`src/rtl/acc_pkg.sv`:
```
// Shared definitions for the accumulation FIFO bank and its drain controller:
// FSM states, row-counter sizing and flattened-row lane addressing.
package acc_pkg;

    typedef enum logic [1:0] {
        IDLE  = 2'd0,
        DRAIN = 2'd1,
        FLUSH = 2'd2,
        DONE  = 2'd3
    } acc_state_t;

    // Width of a counter that must hold 0..depth inclusive.
    function automatic int rows_cnt_w(input int depth);
        return $clog2(depth + 1);
    endfunction

    // Bit offset of lane k in a flattened row; lane 0 occupies the MSBs.
    function automatic int lane_lsb(input int k, input int pe_size, input int data_width);
        return (pe_size - 1 - k) * data_width;
    endfunction

endpackage

```
`src/rtl/acc_drain_lane_op.sv`:
```
// Per-lane write-back operator: passthrough, or ReLU when ACC_DRAIN_RELU_EN is defined.
module acc_drain_lane_op #(
    parameter int DATA_WIDTH = 32
) (
    input  logic signed [DATA_WIDTH-1:0] i_lane,
    output logic signed [DATA_WIDTH-1:0] o_lane
);

`ifdef ACC_DRAIN_RELU_EN
    function automatic logic signed [DATA_WIDTH-1:0] relu(input logic signed [DATA_WIDTH-1:0] x);
        return x[DATA_WIDTH-1] ? '0 : x;
    endfunction

    assign o_lane = relu(i_lane);
`else
    assign o_lane = i_lane;
`endif

endmodule

```
`src/rtl/acc_drain_ctrl.sv`:
```
// Drains the accumulator FIFO bank row by row into consecutive GLB words.
// Optional ReLU on write-back is selected with the ACC_DRAIN_RELU_EN macro.
module acc_drain_ctrl
    import acc_pkg::*;
#(
    parameter int PE_SIZE    = 16,
    parameter int DATA_WIDTH = 32,
    parameter int FIFO_DEPTH = 16,
    parameter int ADDR_WIDTH = 12
) (
    input  logic                                  clk,
    input  logic                                  rst,
    input  logic                                  start_i,
    input  logic [rows_cnt_w(FIFO_DEPTH)-1:0]     rows_i,
    input  logic [ADDR_WIDTH-1:0]                 base_addr_i,
    output logic [PE_SIZE-1:0]                    rden_o,
    input  logic [DATA_WIDTH*PE_SIZE-1:0]         psum_row_i,
    input  logic [PE_SIZE-1:0]                    rd_finish_i,
    output logic                                  glb_wren_o,
    input  logic                                  glb_ready_i,
    output logic [ADDR_WIDTH-1:0]                 glb_addr_o,
    output logic [DATA_WIDTH*PE_SIZE-1:0]         glb_wdata_o,
    output logic                                  busy_o,
    output logic                                  done_o,
    output logic                                  underrun_o
);

    localparam int                ROWS_W     = rows_cnt_w(FIFO_DEPTH);
    localparam logic [ROWS_W-1:0] DEPTH_ROWS = ROWS_W'(FIFO_DEPTH);

    acc_state_t                    r_state;
    logic [ROWS_W-1:0]             r_remaining;
    logic [ADDR_WIDTH-1:0]         r_next_addr;
    logic                          r_busy;
    logic                          r_done;
    logic                          r_underrun;

    logic                          r_out_valid;
    logic [ADDR_WIDTH-1:0]         r_out_addr;
    logic [DATA_WIDTH*PE_SIZE-1:0] r_out_data;

    logic                          w_can_accept;
    logic                          w_rd;
    logic                          w_hit_empty;
    logic                          w_last;
    logic [ROWS_W-1:0]             w_rows_clamped;
    logic [DATA_WIDTH*PE_SIZE-1:0] w_row_op;

    for (genvar k = 0; k < PE_SIZE; k++) begin : g_lane
        localparam int LSB = lane_lsb(k, PE_SIZE, DATA_WIDTH);

        acc_drain_lane_op #(
            .DATA_WIDTH (DATA_WIDTH)
        ) u_lane_op (
            .i_lane (psum_row_i[LSB +: DATA_WIDTH]),
            .o_lane (w_row_op[LSB +: DATA_WIDTH])
        );
    end

    // A read is only issued when the output register is free this cycle, so
    // back-pressure stalls the bank combinationally and no row is lost.
    assign w_can_accept   = !r_out_valid || glb_ready_i;
    assign w_rd           = (r_state == DRAIN) && w_can_accept;
    assign w_hit_empty    = |rd_finish_i;
    assign w_last         = (r_remaining == ROWS_W'(1));
    assign w_rows_clamped = (rows_i > DEPTH_ROWS) ? DEPTH_ROWS : rows_i;

    always_ff @(posedge clk or posedge rst) begin
        if (rst) begin
            r_state     <= IDLE;
            r_remaining <= '0;
            r_next_addr <= '0;
            r_busy      <= 1'b0;
            r_done      <= 1'b0;
            r_underrun  <= 1'b0;
        end else begin
            r_done <= 1'b0;
            case (r_state)
                IDLE: begin
                    if (start_i) begin
                        r_remaining <= w_rows_clamped;
                        r_next_addr <= base_addr_i;
                        r_underrun  <= 1'b0;
                        r_busy      <= 1'b1;
                        if (w_rows_clamped == '0) begin
                            r_state <= DONE;
                            r_done  <= 1'b1;
                        end else begin
                            r_state <= DRAIN;
                        end
                    end
                end
                DRAIN: begin
                    if (w_rd) begin
                        r_next_addr <= r_next_addr + ADDR_WIDTH'(1);
                        r_remaining <= r_remaining - ROWS_W'(1);
                        if (w_hit_empty) begin
                            r_underrun <= 1'b1;
                        end
                        // An empty-FIFO read abandons the rest of the drain.
                        if (w_hit_empty || w_last) begin
                            r_state <= FLUSH;
                        end
                    end
                end
                FLUSH: begin
                    if (!r_out_valid || glb_ready_i) begin
                        r_state <= DONE;
                        r_done  <= 1'b1;
                    end
                end
                DONE: begin
                    r_state <= IDLE;
                    r_busy  <= 1'b0;
                end
                default: begin
                    r_state <= IDLE;
                    r_busy  <= 1'b0;
                end
            endcase
        end
    end

    always_ff @(posedge clk or posedge rst) begin
        if (rst) begin
            r_out_valid <= 1'b0;
            r_out_addr  <= '0;
            r_out_data  <= '0;
        end else if (w_rd) begin
            r_out_valid <= 1'b1;
            r_out_addr  <= r_next_addr;
            r_out_data  <= w_row_op;
        end else if (glb_ready_i) begin
            r_out_valid <= 1'b0;
        end
    end

    assign rden_o      = {PE_SIZE{w_rd}};
    assign glb_wren_o  = r_out_valid;
    assign glb_addr_o  = r_out_addr;
    assign glb_wdata_o = r_out_data;
    assign busy_o      = r_busy;
    assign done_o      = r_done;
    assign underrun_o  = r_underrun;

endmodule

```
`config.mk`:
```
export PLATFORM = sky130hd
export DESIGN_NAME = acc_drain_ctrl
export DESIGN_NICKNAME = d
export VERILOG_FILES = /design/src/rtl/acc_pkg.sv /design/src/rtl/acc_drain_lane_op.sv /design/src/rtl/acc_drain_ctrl.sv
export SDC_FILE = /design/constraint.sdc
export NUM_CORES = 1
export LEC_CHECK = 0
export CORE_AREA = 2 2 422 424
export CTS_BUF_LIST = sky130_fd_sc_hd__clkbuf_8
export CTS_CLUSTER_DIAMETER = 200
export DETAILED_ROUTE_END_ITERATION = 10
export DIE_AREA = 0 0 424 426
export REMOVE_ABC_BUFFERS = 1
export SLEW_MARGIN = 10
export SYNTH_ARGS = -nofsm -noshare
export SYNTH_HDL_FRONTEND = slang
export SYNTH_SLANG_ARGS = --single-unit
```
`constraint.sdc`:
```
create_clock -name clk -period 24.3 [get_ports clk]
set_input_delay 3.645 -clock clk [delete_from_list [all_inputs] [get_ports clk]]
set_output_delay 3.645 -clock clk [all_outputs]
set_load 0.01 [all_outputs]
```
# Word-level counts from Yosys, hierarchy flattened
# Index checks and enable logic that the tools add are counted.
# Widths: inputs -> output; s select.
[totals]
reg_bits = 547
input_bits = 549
output_inout_bits = 544
word_cells = 60
[op_classes]
add_sub_neg = 2
magnitude_cmp = 1
eq_ne = 9
mux = 25
n_reduce_logical = 14
[ops]
columns = ["cell", "count"]
rows = [
  ["$mux 12", 2],
  ["$pmux 12 s2", 1],
  ["$reduce_or 16->1", 1],
  ["$mux 5", 3],
  ["$add 12x1->12 const B", 1],
  ["$mux 2", 5],
  ["$pmux 5 s2", 1],
  ["$mux 1", 9],
  ["$ne 2x2->1 const B", 4],
  ["$pmux 2 s4", 1],
  ["$reduce_and 4->1", 2],
  ["$pmux 1 s2", 3],
  ["$reduce_bool 2->1", 3],
  ["$eq 5x1->1 const B", 1],
  ["$gt 5x5->1 const B", 1],
  ["$logic_not 5->1", 1],
  ["$sub 5x1->5 const B", 1],
  ["$eq 2x2->1 const B", 2],
  ["$reduce_and 3->1", 1],
  ["$eq 2x1->1 const B", 1],
  ["$logic_not 2->1", 1],
  ["$logic_or 1x1->1", 2],
  ["$ne 2x1->1 const B", 1],
  ["$reduce_and 2->1", 1],
  ["other kinds (2)", 2],
]

# Logic depth before layout (Yosys ltp)
[logic_depth]
depth_word = 6
mapped_depth = 9
depth_no_buf = 6

# Modules after synthesis
# From an unflattened synthesis, not the netlist that was laid out.
[unflattened]
cells_unflattened = 2903
area_unflattened_um2 = 24862.6
[by_module_without_submodules]
columns = ["module", "n_inst", "cells_per_inst", "area_each_um2", "seq_area_each_um2"]
rows = [
  ["acc_drain_ctrl", 1, 2391, 21018.9, 13688.1],
  ["acc_drain_lane_op", 16, 32, 240.2, 0.0],
]

# Worst setup path after synthesis
# OpenSTA, ideal clock, no wires.
[synth_path]
kind = "input -> output"
start = "in glb_ready_i"
end = "out rden_o[0]"
arrival_ns = 4.824
required_ns = 20.655
path_slack_ns = 15.831
cell_stages = 5
n_path_buf = 2
cell_sequence = "nand2b_1 > nand2_1 > inv_2 > clkbuf_1 > buf_4"
[synth_via]
elab_chain_cells = 2
[synth_lines]
columns = ["item", "line_no", "text"]
rows = [
  ["start: declaration", "acc_drain_ctrl.sv:20", "input logic glb_ready_i,"],
  ["$logic_or 1x1->1", "acc_drain_ctrl.sv:62", "assign w_can_accept = !r_out_valid || glb_ready_i;"],
  ["$logic_and 1x1->1", "acc_drain_ctrl.sv:63", "assign w_rd = (r_state == DRAIN) && w_can_accept;"],
  ["end: declaration", "acc_drain_ctrl.sv:16", "output logic [PE_SIZE-1:0] rden_o,"],
]
# No other way between the ends.

# Worst setup path in the final report
[layout_path]
start = "in glb_ready_i"
end = "out rden_o[5]"
# The elaborated chain is that of the path after synthesis.

==> run_results.csv <==
group,metric,value,unit
yosys,synth_common_cells,"nand2_1, dfrtp_1, buf_2",
clocking,clk_path_buf_depth,3,
setup_path,crit_arrival,6.16,ns
power_and_ir_drop,p_leak,17.19,nW
yosys,synth_ff_type,"dfrtp_1",
setup_path,required,20.65,ns
routing,routedWlPerCell,22.99,um
layout,utilization,0.2095,
die,pin_count,1093,
power_and_ir_drop,swShare,0.4224,
timing,setup_viol,0,
clocking,hold_buffers,0,
place,dp_hpwl,109.2,mm
routing,dr.pass1.iters,5,
yosys,async_flop_share,1.000,
layout,layout.cells.non_filler,5910,
clocking,clkTransAtPathRegs,0.05,ns
die,dieHeight,426,um
power_and_ir_drop,pwr-share-seq,0.323,
die,dieWidth,424,um
die,start_util,0.1203,
timing,min_period_over_period,0.4034,
setup_path,rrSetupSlack,19.97,ns
global_route,grt_pass1_vias,20741,
routing,routed-via-count,20524,
clocking,cts-htree-levels,3,
die,core-area,0.1757,mm^2
yosys,synth.area.top_cells,"dfrtp_1, nand2_1, buf_2, clkbuf_1, buf_4",
routing,postRouteAntennaNets,0,
clocking,cts-root-buf,"clkbuf_8",
yosys,synth-adder-area-share,0.004142,
yosys,synth_area_leader_cell,"dfrtp_1",
routing,via_per_inst,3.473,
setup_path,crit_fanout,117,
layout,nFillCells,19409,
timing,drv_slew,0,
timing,hold_viol,0,
timing,setup_tns,0,ns
yosys,yosysSeqAreaShare,0.6473,
power_and_ir_drop,p_switching,2.181,mW
yosys,ys_warn_count,0,
place,gp_congestion,0.9453,
timing,rsz0062_at_grt,"no",
setup_path,cpMostUsedCell,"clkdlybuf4s50_1",
power_and_ir_drop,p_comb_frac,0.481,
power_and_ir_drop,power.density,140.3,mW/mm^2
setup_path,critPathMaxStageDelay,0.67,ns
clocking,tritoncts,"yes",
setup_path,cp-end-kind,"output pin",
flow_run,drv_cap,0,
yosys,syn_avg_cell_area,8.833,um^2
layout,postLayoutCellArea,0.03682,mm^2
timing,worst_pin_slew,1.021,ns
timing,final.setup.worst_slack,14.50,ns
power_and_ir_drop,power_frac_clock,0.196,
global_route,antenna_found_initial,49,
setup_path,crit_buf_inv,3,
yosys,synth_compound_area_frac,0.01538,
setup_path,critPathSlowestCell,"clkdlybuf4s50_1",
layout,syn2layout_area_growth,74.11,%
timing,fin_crit,9.802,ns
layout,num-nets-final,4032,
power_and_ir_drop,p_int,2.983,mW
yosys,synth_simple_gate_area_frac,0.2948,
global_route,track_usage,0.1453,
place,port_buffers,1092,
routing,drt_iter0_drc,1616,
yosys,synth_edf_count,0,
routing,finalWirelength,135.9,mm
timing,clock_skew,0.06745,ns
yosys,yosysUniqueCellTypes,48,
power_and_ir_drop,peakVddDrop,0.08032,mV
yosys,synth_top_area_share,0.6473,
yosys,synth_seq_cells,547,
setup_path,startpoint_type,"input port",
clocking,ctsResizeCount,0,
setup_path,path_cells,"clkdlybuf4s50_1, nand2b_1, nand2_4, inv_8, clkdlybuf4s50_1",
yosys,syn_inst,2394,
clocking,clk_latency,0.88,ns
place,dpl.cell_count,5706,
yosys,muxShareOfSynthArea,0.004023,
die,num_rows,154,
global_route,grt_max_degree,177,
layout,final_layout_size_suffix_gt1_frac,0.05228,
routing,drc,0,
yosys,synth_top_family_by_area,"simple AND/OR/NAND/NOR gates",
place,pre_cts_ws,14.45,ns
timing,fmax,102.0,MHz
timing,relSlewSlack,0.3195,
clocking,postCtsSetupBuffers,0,
die,dieArea,0.1806,mm^2
yosys,synth.most_common_cell,"nand2_1",
yosys,synth_xor_area_frac,0,
global_route,grt.overflow.total,0,
place,place_area,0.03451,mm^2
yosys,synth_area,0.02115,mm^2
clocking,cts.sinks,547,
setup_path,cp_top_family,"buffers and inverters",
hold_path,worstHoldPathType,"register to register",
clocking,numCtsBuffers,108,
global_route,grt_pass1_wl,181.3,mm
status,status,"complete, no violations",
setup_path,critical_path_class,"input port to output pin",
## state kept, by name, indices dropped and copies added, names as in the netlist
| register | cells |
|---|---|
| done_o | 1 |
| r_state | 2 |
| underrun_o | 1 |
| glb_wren_o | 1 |
| r_next_addr | 12 |
| r_remaining | 5 |
| glb_addr_o | 12 |
| glb_wdata_o | 512 |
| busy_o | 1 |
## through the flow
step	power, mW	hold slack [ns]
2_1_floorplan	2.734	0.4612
3_3_place_gp	4.205	0.4573
3_5_place_dp	4.226	0.4610
4_1_cts	5.287	0.4750
5_1_grt	5.515	0.4880
6_report	5.164	0.4685
## cell usage in the layout (no fill, tap or decap), types with 3 or more instances in the layout
master,Yosys,layout
clkinvlp_4,0,3
inv_8,0,4
nor2_1,11,11
nand2_1,1582,1581
buf_4,16,17
bufinv_16,0,4
dfrtp_1,547,547
mux2i_1,7,7
diode_2,0,12
a22oi_1,3,3
a21oi_1,12,12
clkdlybuf4s50_1,0,1092
clkbuf_8,0,137
nand4_1,3,3
nor3_1,5,5
o22ai_1,5,5
nor4_1,7,7
clkinv_2,0,8
ha_1,7,7
inv_1,10,42
nand3_1,10,10
o21ai_0,11,11
## power groups by stage
stage / clock network (mW) / logic, mW / registers [mW]
6_report: 1.01 / 2.49 / 1.67
5_1_grt: 1.09 / 2.70 / 1.73
4_1_cts: 1.06 / 2.56 / 1.67
3_5_place_dp: 0 / 2.55 / 1.68
3_3_place_gp: 0 / 2.53 / 1.67
2_1_floorplan: 0 / 0.943 / 1.79
## logic make-up (layout without fill, tap and decap cells)
family | count (synthesis) | in the layout
mux | 8 | 8
fa+ha+maj | 7 | 7
buf+inv | 150 | 1314
compound gates | 49 | 49
simple gates | 1633 | 1633
other cells | 0 | 12
flops | 547 | 547
## path summary, 6_finish.rpt
path | from | end | cells after the start
min reg2reg | glb_wdata_o[460] | glb_wdata_o[460] | 2
min | glb_wdata_o[460] | glb_wdata_o[460] | 2
max | glb_ready_i | rden_o[5] | 5
max in group asynchronous | rst | glb_wdata_o[241] | 5
min in group asynchronous | rst | glb_wdata_o[425] | 2
max reg2reg | r_state[1] | glb_wdata_o[25] | 9
## tightest hold or removal path: stages (launching register included)
cell and delay, ns:
dfrtp_1 0.33, nand2_1 0.05, nand2_1 0.05
## per-layer routing
metal / vias up / share of wire / GRT usage
met5: - / 0.0011 / 0
li1: 9488 / - / -
met4: 22 / 0.027 / 0.04478
met1: 9971 / 0.43 / 0.1888
met2: 850 / 0.47 / 0.2339
met3: 193 / 0.072 / 0.03876
## final cells by class
class	instances	area, um^2	area share
multi-input cells	1697	6740	0.1831
diodes	12	30.03	0.0008156
clock buffers	137	1886	0.05121
clock inverters	55	391.6	0.01064
repair buffers	1111	11100	0.3014
inverters	11	56.30	0.001529
well taps	2340	2928	0.07952
flip-flops and latches	547	13690	0.3718
Power figures use the tool's default switching activity.
